[config.mk]
export PLATFORM = sky130hd
export DESIGN_NAME = ahb_sram_if
export DESIGN_NICKNAME = d
export VERILOG_FILES = /design/src/rtl/ahb_sram_if.sv
export SDC_FILE = /design/constraint.sdc
export NUM_CORES = 1
export LEC_CHECK = 0
export CAP_MARGIN = 0
export CORE_AREA = 2 2 88 90
export CTS_CLUSTER_DIAMETER = 50
export CTS_CLUSTER_SIZE = 12
export DETAILED_ROUTE_END_ITERATION = 7
export DIE_AREA = 0 0 90 92
export PLACE_DENSITY = 0.82
export SLEW_MARGIN = 10
export SYNTH_ARGS = -nofsm -noshare
export SYNTH_HDL_FRONTEND = slang
export SYNTH_SLANG_ARGS = --single-unit
[constraint.sdc]
create_clock -name hclk -period 3.5 [get_ports hclk]
set_input_delay 0.525 -clock hclk [delete_from_list [all_inputs] [get_ports hclk]]
set_output_delay 0.525 -clock hclk [all_outputs]
set_load 0.05 [all_outputs]
[src/rtl/ahb_sram_if.sv]
// ahb_sram_if
// AHB-Lite slave bridging a 32-bit bus onto an 8 KB SRAM core built as two
// banks of four byte lanes. Reads are issued combinationally in the address
// phase, so read data arrives in the data phase with no wait states. Writes
// are captured in the address phase and performed in the data phase. A read
// that directly follows a write would need the SRAM port in the same cycle
// as that write, so it costs exactly one wait state.
//
// Ports
//   hclk, hresetn           clock, asynchronous active-low reset
//   hsel .. hready          AHB-Lite slave inputs (hready is the bus-level ready)
//   hready_resp, hresp      slave ready and response (always OKAY)
//   hrdata                  read data, zero outside a read data phase
//   sram_we, sram_addr      SRAM write strobe and word address {00, bank, row}
//   sram_wdata              SRAM write data (straight from hwdata)
//   bank0_csn, bank1_csn    active-low byte-lane selects per bank
//   sram_q0 .. sram_q7      SRAM read lanes, q0..q3 bank0, q4..q7 bank1
//
// state    | meaning
// ST_IDLE  | no write pending; reads are served directly from the address phase
// ST_WR    | write data phase; registered write drives the SRAM this cycle
// ST_STALL | write finished, held read address now issued to the SRAM
module ahb_sram_if (
    input  logic        hclk,
    input  logic        hresetn,
    input  logic        hsel,
    input  logic [1:0]  htrans,
    input  logic        hwrite,
    input  logic [2:0]  hsize,
    input  logic [31:0] haddr,
    input  logic [31:0] hwdata,
    input  logic        hready,
    output logic        hready_resp,
    output logic [1:0]  hresp,
    output logic [31:0] hrdata,
    output logic        sram_we,
    output logic [12:0] sram_addr,
    output logic [31:0] sram_wdata,
    output logic [3:0]  bank0_csn,
    output logic [3:0]  bank1_csn,
    input  logic [7:0]  sram_q0,
    input  logic [7:0]  sram_q1,
    input  logic [7:0]  sram_q2,
    input  logic [7:0]  sram_q3,
    input  logic [7:0]  sram_q4,
    input  logic [7:0]  sram_q5,
    input  logic [7:0]  sram_q6,
    input  logic [7:0]  sram_q7
);

    typedef enum logic [1:0] {ST_IDLE, ST_WR, ST_STALL} state_t;

    state_t      state_q, state_d;
    logic [10:0] wr_addr_q, wr_addr_d;    // {bank, row} of the pending write
    logic [3:0]  wr_lanes_q, wr_lanes_d;
    logic        rd_phase_q, rd_phase_d;
    logic        rd_bank_q, rd_bank_d;

    logic        xfer_req;
    logic        valid;
    logic        do_wr;
    logic        do_rd;
    logic [3:0]  lane_en;
    logic        unused_haddr_hi;

    assign xfer_req        = hsel & htrans[1];
    assign valid           = xfer_req & hready;
    assign unused_haddr_hi = ^haddr[31:13];

    always_comb begin
        lane_en = 4'hF;
        case (hsize)
            3'd0:    lane_en = 4'b0001 << haddr[1:0];
            3'd1:    lane_en = haddr[1] ? 4'b1100 : 4'b0011;
            default: lane_en = 4'hF;
        endcase
    end

    always_comb begin
        state_d     = state_q;
        wr_addr_d   = wr_addr_q;
        wr_lanes_d  = wr_lanes_q;
        rd_phase_d  = 1'b0;
        rd_bank_d   = rd_bank_q;
        hready_resp = 1'b1;
        do_wr       = 1'b0;
        do_rd       = 1'b0;
        case (state_q)
            ST_IDLE: begin
                if (valid) begin
                    if (hwrite) begin
                        state_d    = ST_WR;
                        wr_addr_d  = haddr[12:2];
                        wr_lanes_d = lane_en;
                    end else begin
                        do_rd = 1'b1;
                    end
                end
            end
            ST_WR: begin
                do_wr = 1'b1;
                // This cycle is our own data phase, so the bus hready is our
                // hready_resp; qualifying the conflict with it would loop.
                if (xfer_req && !hwrite) begin
                    hready_resp = 1'b0;
                    state_d     = ST_STALL;
                end else if (valid && hwrite) begin
                    wr_addr_d  = haddr[12:2];
                    wr_lanes_d = lane_en;
                end else begin
                    state_d = ST_IDLE;
                end
            end
            ST_STALL: begin
                // The master is still holding the read address from the wait cycle.
                do_rd   = 1'b1;
                state_d = ST_IDLE;
            end
            default: state_d = ST_IDLE;
        endcase
        if (do_rd) begin
            rd_phase_d = 1'b1;
            rd_bank_d  = haddr[12];
        end
    end

    always_ff @(posedge hclk or negedge hresetn) begin
        if (!hresetn) begin
            state_q    <= ST_IDLE;
            wr_addr_q  <= '0;
            wr_lanes_q <= '0;
            rd_phase_q <= 1'b0;
            rd_bank_q  <= 1'b0;
        end else begin
            state_q    <= state_d;
            wr_addr_q  <= wr_addr_d;
            wr_lanes_q <= wr_lanes_d;
            rd_phase_q <= rd_phase_d;
            rd_bank_q  <= rd_bank_d;
        end
    end

    // The read path is combinational from the bus inputs, so it is gated by
    // hresetn to keep the SRAM deselected while reset is held.
    always_comb begin
        bank0_csn = 4'hF;
        bank1_csn = 4'hF;
        sram_we   = 1'b0;
        sram_addr = '0;
        if (hresetn) begin
            if (do_wr) begin
                sram_we   = 1'b1;
                sram_addr = {2'b00, wr_addr_q};
                if (wr_addr_q[10]) bank1_csn = ~wr_lanes_q;
                else               bank0_csn = ~wr_lanes_q;
            end else if (do_rd) begin
                sram_addr = {2'b00, haddr[12:2]};
                if (haddr[12]) bank1_csn = 4'h0;
                else           bank0_csn = 4'h0;
            end
        end
    end

    assign sram_wdata = hwdata;
    assign hresp      = 2'b00;
    assign hrdata     = !rd_phase_q ? 32'h0 :
                        rd_bank_q   ? {sram_q7, sram_q6, sram_q5, sram_q4}
                                    : {sram_q3, sram_q2, sram_q1, sram_q0};

endmodule

==> metrics.md <==
| Metric | Value |
|---|---|
| Outcome | finished clean |
| LEAKAGE | 1.270 nW |
| Top-count cell post-synth | buf_4 |
| Post-Syn Area | 1831 um^2 |
| Root Buffer | clkbuf_8 |
| Worst-Margin Slew | 0.7600 ns |
| Synth async-reset ratio | 1.000 |
| # H-tree levels | 1 |
| Layout cells sized above 1 | 0.2069 |
| Die height | 92 um |
| Antenna violations before repair | 0 |
| Clk_skew | 0.003934 ns |
| Setup_tns | 0 ns |
| Clk sinks | 19 |
| Antenna Nets Post-Route | 0 |
| CTS clk-pin slew, worst paths | 0.06 ns |
| Vias in the first global route | 1790 |
| Final Hold Vio Count | 0 |
| P per Cell Area | 260.4 nW/um^2 |
| Nets | 429 |
| Number of synthesis warnings | 0 |
| Yosys cell types | 25 |
| Clock buffer depth | 2 |
| Total wire length | 5.423 mm |
| DR iter-0 viols | 31 |
| Rows | 32 |
| Top sig layer | met4 |
| Synth Flop Type | dfrtp_1 |
| DRC errors left | 0 |
| Synth top area share | 0.2597 |
| RSZ-0062 raised after global routing | no |
| Final hold slack | 0.4512 ns |
| Largest net degree at the start of global routing | 33 |
| Kind of critical path | input pin to output port |
| Tcrit/Tclk final | 0.7999 |
| Util after Layout | 0.4288 |
| Crit Path Max Fanout | 3 |
| Post-route minimum period | 2.800 ns |
| Post-CTS Resized | 0 |
| Met3 wire length | 434 um |
| Core area | 7447 um^2 |
| GP Congestion | 0.7601 |
| Maximum Capacitance Violations | 0 |
| I/O Pins | 227 |
| Crit path DAT | 2.27 ns |
| DP HPWL | 4.376 mm |
| Vias per cell | 4.487 |
| Chip width | 90 um |
| Synth Instances | 188 |
| Final setup fails | 0 |
| Antenna diodes | 0 |
| Fin. max-slew vios | 0 |
| Wire length on met2 | 2.891 mm |
| Slew margin rel. | 0.4917 |
| Hold buffers post-CTS | 0 |
| Area growth syn-to-layout | 74.44% |
| FF+latch count, synth | 19 |
| Post-synth EDFFs | 0 |
| Met1 WL | 2.044 mm |
| Via count | 1759 |
| Post-CTS Setup Inserts | 0 |
| CTS buffer count | 3 |
| Hold Crit Class | input pin to async pin |
| Leading area contributor after synthesis | dfrtp_1 |
| Post-synth top cells | 36 x buf_4, 34 x nor2b_1, 32 x mux2i_1 |
| VDD IR max | 0.0002373 V |
| Clk_lat worst skew | 0.25 ns |
| Drt first pass iters | 4 |
| Drt wl/cell | 13.83 um |
| FMAX | 357.2 MHz |
| Total die area | 8280 um^2 |
| CTS tree | built |
| Sequential area share after synthesis | 0.2597 |
| Ranking of synthesized cells by area | dfrtp_1 26%, mux2i_1 17%, buf_4 15% |
| Gr usage total | 0.1233 |
| GRT overflow | 0 |
| Syn avg cell area | 9.737 um^2 |
| CP required | 2.97 ns |
| CP startpoint kind | input pin |
| # port buffers | 138 |
| Initial Util | 0.2458 |
| Endpoint type of the worst setup path | output port |
| First-pass GRT wire length | 8.576 mm |
==> report_power, final <==
group	leakage, nW	switching (mW)	internal [mW]
Sequential	0.226	0.0392	0.261
Combinational	1.02	0.167	0.217
Clock	0.0228	0.0660	0.0807
==> flip-flops by register name, summed over array words and instances, names as in the netlist <==
register	cells
rd_phase_q	1
state_q	2
wr_lanes_q	4
rd_bank_q	1
wr_addr_q	11
==> cell usage in the layout (no fill, tap or decap), types with 2 or more instances in the layout <==
cell	Yosys	final
buf_12	0	12
nor2_1	2	2
buf_4	36	12
clkdlybuf4s50_1	0	118
a22oi_1	4	4
nand2_1	2	2
o21ai_0	4	4
inv_1	3	3
a22o_2	11	11
conb_1	1	4
dfrtp_1	19	18
a32oi_1	4	4
nor2b_1	34	34
clkbuf_8	0	3
mux2_2	16	16
mux2i_1	32	32
==> kinds of logic after synthesis <==
family / share of synthesized area
simple gates: 0.1579
flops: 0.2597
compound gates: 0.1183
other cells: 0.002049
mux: 0.2734
buf+inv: 0.1887
==> final timing paths <==
path | startpoint | to | slack, ns | depth (start not counted)
max | htrans[1] | hready_resp | 0.70 | 4
min | hresetn | state_q[0] | 0.45 | 1
max reg2reg | state_q[1] | wr_addr_q[3] | 1.88 | 2
min reg2reg | state_q[0] | rd_phase_q | 0.49 | 1
max in group asynchronous | hresetn | rd_bank_q | 2.59 | 2
min in group hclk | state_q[0] | rd_phase_q | 0.49 | 1
==> worst max-delay path: stages <==
cell	delay, ns
clkdlybuf4s50_1	0.50
nand2_2	0.09
or3_2	0.45
clkdlybuf4s50_1	0.71
==> metrics by stage <==
| step | power (mW) | cell area (um^2) | setup slack (ns) | cells |
|---|---|---|---|---|
| 5_1_grt | 0.8770 | 3193 | 0.6346 | 392 |
| 4_1_cts | 0.8400 | 3193 | 0.6961 | 392 |
| 3_3_place_gp | 0.6793 | 3148 | 0.7035 | 388 |
| 2_1_floorplan | 0.6249 | 1842 | 1.031 | 191 |
| 3_5_place_dp | 0.6911 | 3148 | 0.7069 | 388 |
| 6_report | 0.8314 | 3193 | 0.7002 | 392 |
==> area by class of cell <==
type / count / area, um^2
inverters: 3 / 11.26
multi-input cells: 122 / 1021
well taps: 102 / 127.6
flip-flops and latches: 19 / 476.7
repair buffers: 142 / 1511
clock buffers: 4 / 45.04
fillers: 733 / 4254
==> layer usage <==
layer / GRT usage / vias up
met5: 0 / -
met4: 0.03846 / 0
met3: 0.03451 / 8
met2: 0.2350 / 92
met1: 0.1309 / 842
li1: - / 817
Power figures use the tool's default switching activity.
